[src/rtl/eq_pkg.sv]
// rtl/eq_pkg.sv - shared state enum, gain table and band helpers for eq_gain_sequencer
// EQ_SOFT_RAMP_EN adds the RAMP state and the per-sample stepping helper.
package eq_pkg;

    localparam logic [7:0] UNITY_GAIN = 8'h80;

    // Index with the 3-bit gain code; entry 0 sits in the low byte.
    localparam logic [7:0][7:0] GAIN_TABLE = {
        8'hFF, 8'hC0, 8'hA0, 8'h80, 8'h60, 8'h40, 8'h20, 8'h00
    };

    localparam logic [4:0] SW_RESET_VAL = {2'b00, 3'd4};

    // [0] = bass, [1] = mid, [2] = high
    typedef logic [2:0][7:0] band_vec_t;

    typedef enum logic [1:0] {
        ST_IDLE   = 2'd0,
        ST_SETTLE = 2'd1,
`ifdef EQ_SOFT_RAMP_EN
        ST_COMMIT = 2'd2,
        ST_RAMP   = 2'd3
`else
        ST_COMMIT = 2'd2
`endif
    } eq_state_e;

    function automatic band_vec_t commit_targets(input band_vec_t cur,
                                                 input logic [1:0] mode,
                                                 input logic [2:0] code);
        band_vec_t t;
        t = cur;
        case (mode)
            2'b00:   t = {3{UNITY_GAIN}};
            2'b01:   t[0] = GAIN_TABLE[code];
            2'b10:   t[1] = GAIN_TABLE[code];
            default: t[2] = GAIN_TABLE[code];
        endcase
        return t;
    endfunction

`ifdef EQ_SOFT_RAMP_EN
    // Moves by at most step and lands exactly on target, so the result stays in 0x00..0xFF.
    function automatic logic [7:0] step_toward(input logic [7:0] gain,
                                               input logic [7:0] target,
                                               input logic [8:0] step);
        logic signed [8:0] diff;
        diff = $signed({1'b0, target}) - $signed({1'b0, gain});
        if (diff > $signed(step)) begin
            return gain + step[7:0];
        end else if (diff < -$signed(step)) begin
            return gain - step[7:0];
        end else begin
            return target;
        end
    endfunction
`endif

endpackage

[src/rtl/eq_gain_sequencer_if.sv]
// rtl/eq_gain_sequencer_if.sv - switch inputs, sample strobe and band gain outputs of eq_gain_sequencer
interface eq_gain_sequencer_if;
    logic       sample_valid;
    logic [1:0] sw_mode;
    logic [2:0] sw_gain;
    logic [7:0] gain_bass;
    logic [7:0] gain_mid;
    logic [7:0] gain_high;
    logic       busy;
    logic       done;

    modport master (
        output sample_valid, sw_mode, sw_gain,
        input  gain_bass, gain_mid, gain_high, busy, done
    );

    modport slave (
        input  sample_valid, sw_mode, sw_gain,
        output gain_bass, gain_mid, gain_high, busy, done
    );
endinterface

[src/rtl/eq_sw_debounce.sv]
// rtl/eq_sw_debounce.sv - switch change detection and SETTLE stability counter
module eq_sw_debounce
    import eq_pkg::*;
#(
    parameter int DEBOUNCE_CYC = 1024
) (
    input  logic       clk,
    input  logic       reset_n,
    input  logic       count_en_i,
    input  logic [4:0] sw_i,
    output logic [4:0] sw_stable_o,
    output logic       stable_o
);

    localparam int CNT_W = $clog2(DEBOUNCE_CYC + 1);

    logic [4:0]       sw_prev_q;
    logic [CNT_W-1:0] cnt_q;
    logic [CNT_W-1:0] cnt_d;
    logic             same;

    assign same = (sw_i == sw_prev_q);

    always_comb begin
        cnt_d = cnt_q;
        if (!count_en_i || !same) begin
            cnt_d = '0;
        end else if (cnt_q != CNT_W'(DEBOUNCE_CYC)) begin
            cnt_d = cnt_q + CNT_W'(1);
        end
    end

    always_ff @(posedge clk or negedge reset_n) begin
        if (!reset_n) begin
            sw_prev_q <= SW_RESET_VAL;
            cnt_q     <= '0;
        end else begin
            sw_prev_q <= sw_i;
            cnt_q     <= cnt_d;
        end
    end

    // The last stable cycle completes the count, so commit follows without an extra wait.
    assign stable_o    = count_en_i && same && (cnt_q == CNT_W'(DEBOUNCE_CYC - 1));
    assign sw_stable_o = sw_prev_q;

endmodule

[src/rtl/eq_gain_sequencer.sv]
// rtl/eq_gain_sequencer.sv - debounced switch-to-band-gain sequencer for the equalizer datapath
// Define EQ_SOFT_RAMP_EN to ramp gains per sample_valid; otherwise commits apply directly.
module eq_gain_sequencer
    import eq_pkg::*;
#(
    parameter int DEBOUNCE_CYC = 1024,
    parameter int RAMP_STEP    = 1
) (
    input logic                 clk,
    input logic                 reset_n,
    eq_gain_sequencer_if.slave  bus
);

    eq_state_e  state_q;
    eq_state_e  state_d;
    logic [4:0] sw;
    logic [4:0] sw_stable;
    logic [4:0] committed_q;
    logic [4:0] committed_d;
    band_vec_t  tgt_q;
    band_vec_t  tgt_d;
    band_vec_t  gain_q;
    band_vec_t  gain_d;
    logic       pending_q;
    logic       pending_d;
    logic       done_q;
    logic       done_d;
    logic       settle_ok;

    assign sw = {bus.sw_mode, bus.sw_gain};

    eq_sw_debounce #(
        .DEBOUNCE_CYC (DEBOUNCE_CYC)
    ) u_debounce (
        .clk         (clk),
        .reset_n     (reset_n),
        .count_en_i  (state_q == ST_SETTLE),
        .sw_i        (sw),
        .sw_stable_o (sw_stable),
        .stable_o    (settle_ok)
    );

`ifdef EQ_SOFT_RAMP_EN
    localparam logic [8:0] STEP9 = (RAMP_STEP > 255) ? 9'd255 : 9'(RAMP_STEP);
`else
    logic unused_ramp;
    assign unused_ramp = bus.sample_valid ^ (RAMP_STEP != 0);
`endif

    always_comb begin
        state_d     = state_q;
        committed_d = committed_q;
        tgt_d       = tgt_q;
        gain_d      = gain_q;
        pending_d   = pending_q;
        done_d      = 1'b0;
        case (state_q)
            ST_IDLE: begin
                pending_d = 1'b0;
                if (sw != committed_q) begin
                    state_d = ST_SETTLE;
                end
            end
            ST_SETTLE: begin
                if (settle_ok) begin
                    state_d = ST_COMMIT;
                end
            end
            ST_COMMIT: begin
                // Commit the debounced sample, not a value that may have moved this cycle.
                committed_d = sw_stable;
                tgt_d       = commit_targets(tgt_q, sw_stable[4:3], sw_stable[2:0]);
`ifdef EQ_SOFT_RAMP_EN
                pending_d   = 1'b0;
                state_d     = ST_RAMP;
`else
                gain_d      = tgt_d;
                done_d      = 1'b1;
                state_d     = ST_IDLE;
`endif
            end
`ifdef EQ_SOFT_RAMP_EN
            ST_RAMP: begin
                if (gain_q == tgt_q) begin
                    pending_d = 1'b0;
                    if (pending_q || (sw != committed_q)) begin
                        state_d = ST_SETTLE;
                    end else begin
                        state_d = ST_IDLE;
                        done_d  = 1'b1;
                    end
                end else begin
                    if (sw != committed_q) begin
                        pending_d = 1'b1;
                    end
                    if (bus.sample_valid) begin
                        for (int b = 0; b < 3; b++) begin
                            gain_d[b] = step_toward(gain_q[b], tgt_q[b], STEP9);
                        end
                    end
                end
            end
`endif
            default: state_d = ST_IDLE;
        endcase
    end

    always_ff @(posedge clk or negedge reset_n) begin
        if (!reset_n) begin
            state_q     <= ST_IDLE;
            committed_q <= SW_RESET_VAL;
            tgt_q       <= {3{UNITY_GAIN}};
            gain_q      <= {3{UNITY_GAIN}};
            pending_q   <= 1'b0;
            done_q      <= 1'b0;
        end else begin
            state_q     <= state_d;
            committed_q <= committed_d;
            tgt_q       <= tgt_d;
            gain_q      <= gain_d;
            pending_q   <= pending_d;
            done_q      <= done_d;
        end
    end

    assign bus.gain_bass = gain_q[0];
    assign bus.gain_mid  = gain_q[1];
    assign bus.gain_high = gain_q[2];
    assign bus.busy      = (state_q != ST_IDLE);
    assign bus.done      = done_q;

endmodule

[src/flat_wrapper.sv]
// flat-port wrapper written by rule: the top's interface ports become plain ports
module eq_gain_sequencer_flat import eq_pkg::*;
#(
    parameter int DEBOUNCE_CYC = 1024,
    parameter int RAMP_STEP    = 1
)
  (clk, reset_n, bus_sample_valid, bus_sw_mode, bus_sw_gain, bus_gain_bass, bus_gain_mid, bus_gain_high, bus_busy, bus_done);
  eq_gain_sequencer_if bus_i ();
  input logic clk;
  input logic reset_n;
  input wire logic [$bits(bus_i.sample_valid)-1:0] bus_sample_valid;
  input wire logic [$bits(bus_i.sw_mode)-1:0] bus_sw_mode;
  input wire logic [$bits(bus_i.sw_gain)-1:0] bus_sw_gain;
  output wire logic [$bits(bus_i.gain_bass)-1:0] bus_gain_bass;
  output wire logic [$bits(bus_i.gain_mid)-1:0] bus_gain_mid;
  output wire logic [$bits(bus_i.gain_high)-1:0] bus_gain_high;
  output wire logic [$bits(bus_i.busy)-1:0] bus_busy;
  output wire logic [$bits(bus_i.done)-1:0] bus_done;
  assign bus_i.sample_valid = bus_sample_valid;
  assign bus_i.sw_mode = bus_sw_mode;
  assign bus_i.sw_gain = bus_sw_gain;
  assign bus_gain_bass = bus_i.gain_bass;
  assign bus_gain_mid = bus_i.gain_mid;
  assign bus_gain_high = bus_i.gain_high;
  assign bus_busy = bus_i.busy;
  assign bus_done = bus_i.done;
  eq_gain_sequencer #(.DEBOUNCE_CYC(DEBOUNCE_CYC), .RAMP_STEP(RAMP_STEP)) u_core (.clk(clk), .reset_n(reset_n), .bus(bus_i));
endmodule
[config.mk]
export PLATFORM = sky130hd
export DESIGN_NAME = eq_gain_sequencer_flat
export DESIGN_NICKNAME = d
export VERILOG_FILES = /design/src/rtl/eq_pkg.sv /design/src/rtl/eq_gain_sequencer_if.sv /design/src/rtl/eq_sw_debounce.sv /design/src/rtl/eq_gain_sequencer.sv /design/src/flat_wrapper.sv
export SDC_FILE = /design/constraint.sdc
export NUM_CORES = 1
export LEC_CHECK = 0
export ABC_AREA = 1
export CORE_ASPECT_RATIO = 1.4
export CORE_MARGIN = 3
export CORE_UTILIZATION = 27
export CTS_CLUSTER_SIZE = 14
export DETAILED_ROUTE_END_ITERATION = 10
export PLACE_DENSITY = 0.52
export SETUP_SLACK_MARGIN = 0.15
export SLEW_MARGIN = 20
export SYNTH_ARGS = -nofsm -noshare
export SYNTH_HDL_FRONTEND = slang
export SYNTH_SLANG_ARGS = --single-unit
[constraint.sdc]
create_clock -name clk -period 1.65 [get_ports clk]
set_input_delay 0.33 -clock clk [delete_from_list [all_inputs] [get_ports clk]]
set_output_delay 0.33 -clock clk [all_outputs]
set_load 0.01 [all_outputs]
## Yosys cells after proc, flatten, opt, wreduce, memory -nomap -nowiden

Memories as Yosys holds them, arrays and structs flattened.
Cells that the tools add are included.
Widths: inputs -> output; s select.

| storage, ports and cells | value |
|---|---|
| memories kept | 1 |
| output and inout port bits | 26 |
| input port bits | 8 |
| bits in registers | 48 |
| bits in read-only memories | 64 |

Memories:

| name | depth | bits a word | read ports | clocked after memory_dff | wr ports | RTL line | text |
|---|---|---|---|---|---|---|---|
| (no name shown) | 8 | 8 | 1 | 0 | 0 | eq_pkg.sv:35 | `2'b01: t[0] = GAIN_TABLE[code];` |

| operators by class | value |
|---|---|
| add/sub/neg operators | 1 |
| eq/ne operators | 10 |
| bitwise logic cells | 1 |
| magnitude comparators | 1 |
| reduce and logical (&&, ||, !) cells | 16 |
| mux-type cells | 10 |

Operator list:

| kind | count |
|---|---|
| $pmux 8 s2 | 3 |
| $mux 11 | 2 |
| $add 11x1->11 const B | 1 |
| $eq 11x10->1 const B | 1 |
| $ne 11x11->1 const B | 1 |
| $mux 8 | 1 |
| $reduce_and 2->1 | 4 |
| $reduce_bool 2->1 | 4 |
| $eq 5x5->1 | 1 |
| $ne 5x5->1 | 1 |
| $eq 2x1->1 const B | 2 |
| $eq 2x2->1 const B | 2 |
| $logic_not 2->1 | 2 |
| $lt 3x4->1 const B | 1 |
| $mux 2 | 2 |
| $ne 2x1->1 const B | 2 |
| $pmux 2 s2 | 1 |
| $logic_and 1x1->1 | 2 |
| $logic_not 1->1 | 2 |
| $reduce_or 2->1 | 1 |
| $logic_or 1x1->1 | 1 |
| $mux 1 | 1 |
| $not 1->1 | 1 |

## Longest topological paths before layout

| depth | value |
|---|---|
| word-level depth | 5 |
| mapped depth | 9 |
| depth with buffers taken out | 9 |

## Hierarchy

Synthesis repeated with hierarchy kept, for this count alone.

| second synthesis, totals | value |
|---|---|
| cells, all modules | 254 |
| area total of the unflattened synthesis | 1973.1 µm² |

Modules (own cells, without submodules):

| module | area each (µm²) | instances | cells an instance | sequential area each (µm²) |
|---|---|---|---|---|
| eq_gain_sequencer | 1051.0 | 1 | 127 | 505.5 |
| eq_sw_debounce | 922.1 | 1 | 127 | 401.6 |

## Least setup slack after synthesis

No wires, ideal clock.

| path | value |
|---|---|
| kind | reg-to-reg |
| start point | register u_core.u_debounce.sw_prev_q[3] (netlist: u_core.u_debounce.sw_stable_o[3]) |
| end point | register u_core.tgt_q[20] in the netlist's numbering |
| required time | 1.529 ns |
| cell stages (with the launch flop) | 6 |
| path buffers | 0 |
| clock period less this slack | 1.262 ns |
| arrival time | 1.142 ns |
| path slack | 0.388 ns |
| library setup time | 0.121 ns |
| path through | dfrtp_1 > inv_1 > ha_1 > nor2_2 > inv_2 > a22o_1 |

| between the ends | value |
|---|---|
| cells in the longest elaborated chain, start to end | 4 |
| elaborated cells between the ends (all ways) | 7 |

Ends and longest elaborated chain:

| element | RTL line | text |
|---|---|---|
| start: declaration | eq_sw_debounce.sv:17 | `logic [4:0] sw_prev_q;` |
| start signal: assignment | eq_sw_debounce.sv:38 | `sw_prev_q <= sw_i;` |
| $eq 2x1->1 / $eq 2x2->1 (equally long branches) | eq_pkg.sv:33 | `case (mode)` |
| $reduce_or 2->1 (no source line) | -- |  |
| $not 1->1 (no source line) | -- |  |
| $reduce_and 2->1 (no source line) | -- |  |
| end signal: assignment | eq_gain_sequencer.sv:112 | `tgt_q <= {3{UNITY_GAIN}};` |
| end signal: assignment | eq_gain_sequencer.sv:119 | `tgt_q <= tgt_d;` |
| end: declaration | eq_gain_sequencer.sv:20 | `band_vec_t tgt_q;` |

Parallel ways exist; a longest one is shown, timed or not.
A chain may end at the register's enable or synchronous reset.

## Worst setup path after layout

| path | value |
|---|---|
| start point | register u_core.gain_q (netlist bit u_core.bus.gain_bass[4]) |
| end point | output bus_gain_bass[4] |

RTL lines:

| element | RTL line | text |
|---|---|---|
| start: declaration | eq_gain_sequencer.sv:22 | `band_vec_t gain_q;` |
| start signal: assignment | eq_gain_sequencer.sv:113 | `gain_q <= {3{UNITY_GAIN}};` |
| start signal: assignment | eq_gain_sequencer.sv:120 | `gain_q <= gain_d;` |
| end: declaration | flat_wrapper.sv:14 | `output wire logic [$bits(bus_i.gain_bass)-1:0] bus_gain_bass;` |

No word-level cell between the ends.

==> impl_metrics.env <==
export IMPL_core_area_um2=7070
export IMPL_post_route_cell_area_um2=2500
export IMPL_reg2reg_setup_slack_ns=0.26
export IMPL_ys_types=29
export IMPL_drc=0
export IMPL_synth_seq_area_share=0.455
export IMPL_dieHeight_um=108
export IMPL_fillerInstances=774
export IMPL_die_w_um=78.6
export IMPL_drtIter0Drc=55
export IMPL_synth_warnings=0
export IMPL_initial_core_util=0.282
export IMPL_grt_overflow=0
export IMPL_fin_cells=378
export IMPL_vdd_drop_max_mv=0.238
export IMPL_ant_nets=0
export IMPL_syn_inst=244
export IMPL_synth_area_um2=1990
export IMPL_insertion_delay_ns=0.29
export IMPL_worstMarginPinSlew_ns=0.285
export IMPL_min_period_ns=1.44
export IMPL_dp_cells=361
export IMPL_gp_congestion=0.813
export IMPL_reg2reg_from="u_core.u_debounce.cnt_q[1]"
export IMPL_synth_seq_cells=36
export IMPL_dr_pass1_iters=4
export IMPL_grt_pass1_vias=1582
export IMPL_r2r_end="u_core.state_q[0]"
export IMPL_grt_pass1_wl_um=7270
export IMPL_setup_violations=0
export IMPL_die_area_um2=8460
export IMPL_worstPathArrival_ns=1.11
export IMPL_syn2layout_area_growth_pct=25.5
export IMPL_clkSlewWorstSetupHoldPaths_ns=0.07
export IMPL_path_max_fanout=5
export IMPL_synth_enable_flop_cells=0
export IMPL_crit_path_start_kind="flop"
export IMPL_cts_buffer_depth=2
export IMPL_relSlewSlack=0.808
export IMPL_post_place_ws_ns=-0.000164
export IMPL_cp_required_ns=1.32
export IMPL_wl_um=4260
export IMPL_setup_tns_ns=0
export IMPL_status="finished clean"
export IMPL_cts_tree="yes"
export IMPL_rows=36
export IMPL_place_hpwl_um=3210
export IMPL_criticalPathCategory="flop to output pin"
export IMPL_ys_flop_type="dfrtp_1"
export IMPL_postSynthNetCount=257
export IMPL_postPlaceCellArea_um2=2360
export IMPL_layout_nets=295
export IMPL_synthArstFlopShare=1.00
export IMPL_antenna_found_initial=0
export IMPL_drv_cap=0
export IMPL_synth_area_top_cells="dfrtp_1 (39%), nand2_1 (11%), dfstp_2 (6.6%)"
export IMPL_synth_top_area_cell="dfrtp_1"
export IMPL_cts_max_level=2
export IMPL_vias_per_cell=4.30
export IMPL_p_leak_nw=1.26
export IMPL_port_buffers=32
export IMPL_synth_common_cells="nand2_1 (59), dfrtp_1 (31), inv_1 (28), nor2_1 (28), buf_4 (12)"
export IMPL_io_pins=34
export IMPL_finalHoldViolCount=0
export IMPL_hold_path_class="primary input to async pin"
export IMPL_power_density_nw_per_um2=665
export IMPL_numCtsBuffers=5
export IMPL_rsz0062_at_grt="true"
export IMPL_rr_worst_depth=8
export IMPL_fin_crit_sh=0.872
export IMPL_synth_most_common_cell="nand2_1"
export IMPL_grt_max_degree=37
export IMPL_cp_end_kind="output pin"
export IMPL_antenna_cells=0
export IMPL_fin_ws_ns=0.211
export IMPL_timing_fmax_ghz=0.695
export IMPL_wl_per_cell_um=11.3
export IMPL_skew_ns=0.00651
export IMPL_vias=1625
export IMPL_drive_above_1_share=0.205
export IMPL_syn_area_per_cell_um2=8.16
export IMPL_maxSlewViolCount=0
export IMPL_synth_top_area_frac=0.389
export IMPL_clock_sinks=36
export IMPL_clockRootBuffer="clkbuf_8"
export IMPL_grtUsageTotal=0.110
## where the power goes
group	switching, mW	internal (mW)
sequential	0.00811	0.891
combinational	0.0767	0.0447
clock	0.309	0.333
total	0.394	1.27
## per-layer routing
| metal | GRT usage | share of wire | vias up |
|---|---|---|---|
| li1 | - | - | 823 |
| met1 | 0.114 | 0.39 | 755 |
| met2 | 0.208 | 0.55 | 37 |
| met5 | 0 | 0 | - |
| met3 | 0.0251 | 0.037 | 10 |
| met4 | 0.0463 | 0.025 | 0 |
## metrics by stage
step / total power, mW / hold slack [ns] / util
after floorplan: 0.976 / 0.0344 / -
after global placement: 1.04 / 0.467 / 0.334
after detailed placement: 1.04 / 0.474 / 0.334
after CTS: 1.71 / 0.419 / 0.351
after global routing: 1.76 / 0.437 / 0.354
final: 1.66 / 0.417 / 0.354
## cell usage in the layout (no fill, tap or decap), drive strengths merged
cell type      synthesis  final
dfstp                  5      5
clkbuf                 0      6
a22o                   1      1
dlygate4sd2            0     24
a2bb2oi                1      1
nand4                  4      4
clkinv                 0      2
nor2                  37     37
a22oi                  1      1
inv                   37     37
nand2                 65     65
buf                   13     12
clkdlybuf4s50          0      6
nor3                   8      8
clkdlybuf4s15          0      1
dlymetal6s2s           0      1
a21oi                  5      5
a31oi                  1      1
and2                   1      1
dfrtp                 31     31
xor2                   2      2
ha                     5      5
nand3                 12     12
o21ai                 15     15
## timing repair
item / CTS / global route
endpoints found under the setup margin: 25 / 2
pin swaps: 1 / 1
setup buffers: 7 / 2
hold buffers: 0 / 0
resized for setup: 27 / 1
## flip-flops by register name (all words and copies together), names as in the netlist
signal	count
u_core.bus.gain_bass	4
u_core.u_debounce.cnt_q	11
u_core.tgt_q	8
u_core.u_debounce.sw_stable_o	5
u_core.state_q	2
u_core.committed_q	5
u_core.bus.done	1
## worst max-delay path by stage
stage	start	to	slack, ns	cells past startpoint
2_1_floorplan	u_core.u_debounce.sw_stable_o[3]	u_core.tgt_q[20]	0.39	5
3_3_place_gp	bus_sw_mode[1]	u_core.u_debounce.cnt_q[0]	0.002	9
3_5_place_dp	bus_sw_mode[1]	u_core.u_debounce.cnt_q[0]	-0.0002	9
4_1_cts	u_core.bus.done	bus_done	0.17	1
5_1_grt	u_core.state_q[1]	bus_busy	0.14	3
6_report	u_core.bus.gain_bass[4]	bus_gain_bass[4]	0.21	2
## cells by family after synthesis
group	after synthesis	synth area share
AOI/OAI and AO/OA	24	0.0678
xor gates and xnor gates	2	0.00880
DFF	36	0.455
and+or+nand+nor	127	0.316
adders and majority gates	5	0.0314
buffers and inverters	50	0.121
## area by class of cell
class / instances / area, um2 / area share
multi-input cells: 158 / 847 / 0.339
flip-flops and latches: 36 / 907 / 0.363
clock buffers: 6 / 82.6 / 0.0330
inverters: 37 / 139 / 0.0556
well taps: 95 / 119 / 0.0475
clock inverters: 2 / 10.0 / 0.00400
repair buffers: 44 / 395 / 0.158
## critical path: stages (launching register included)
cell and delay (ns):
dfrtp_1 0.41, buf_4 0.14, dlygate4sd2_1 0.27
No activity file was read; power rests on OpenSTA's default activity.
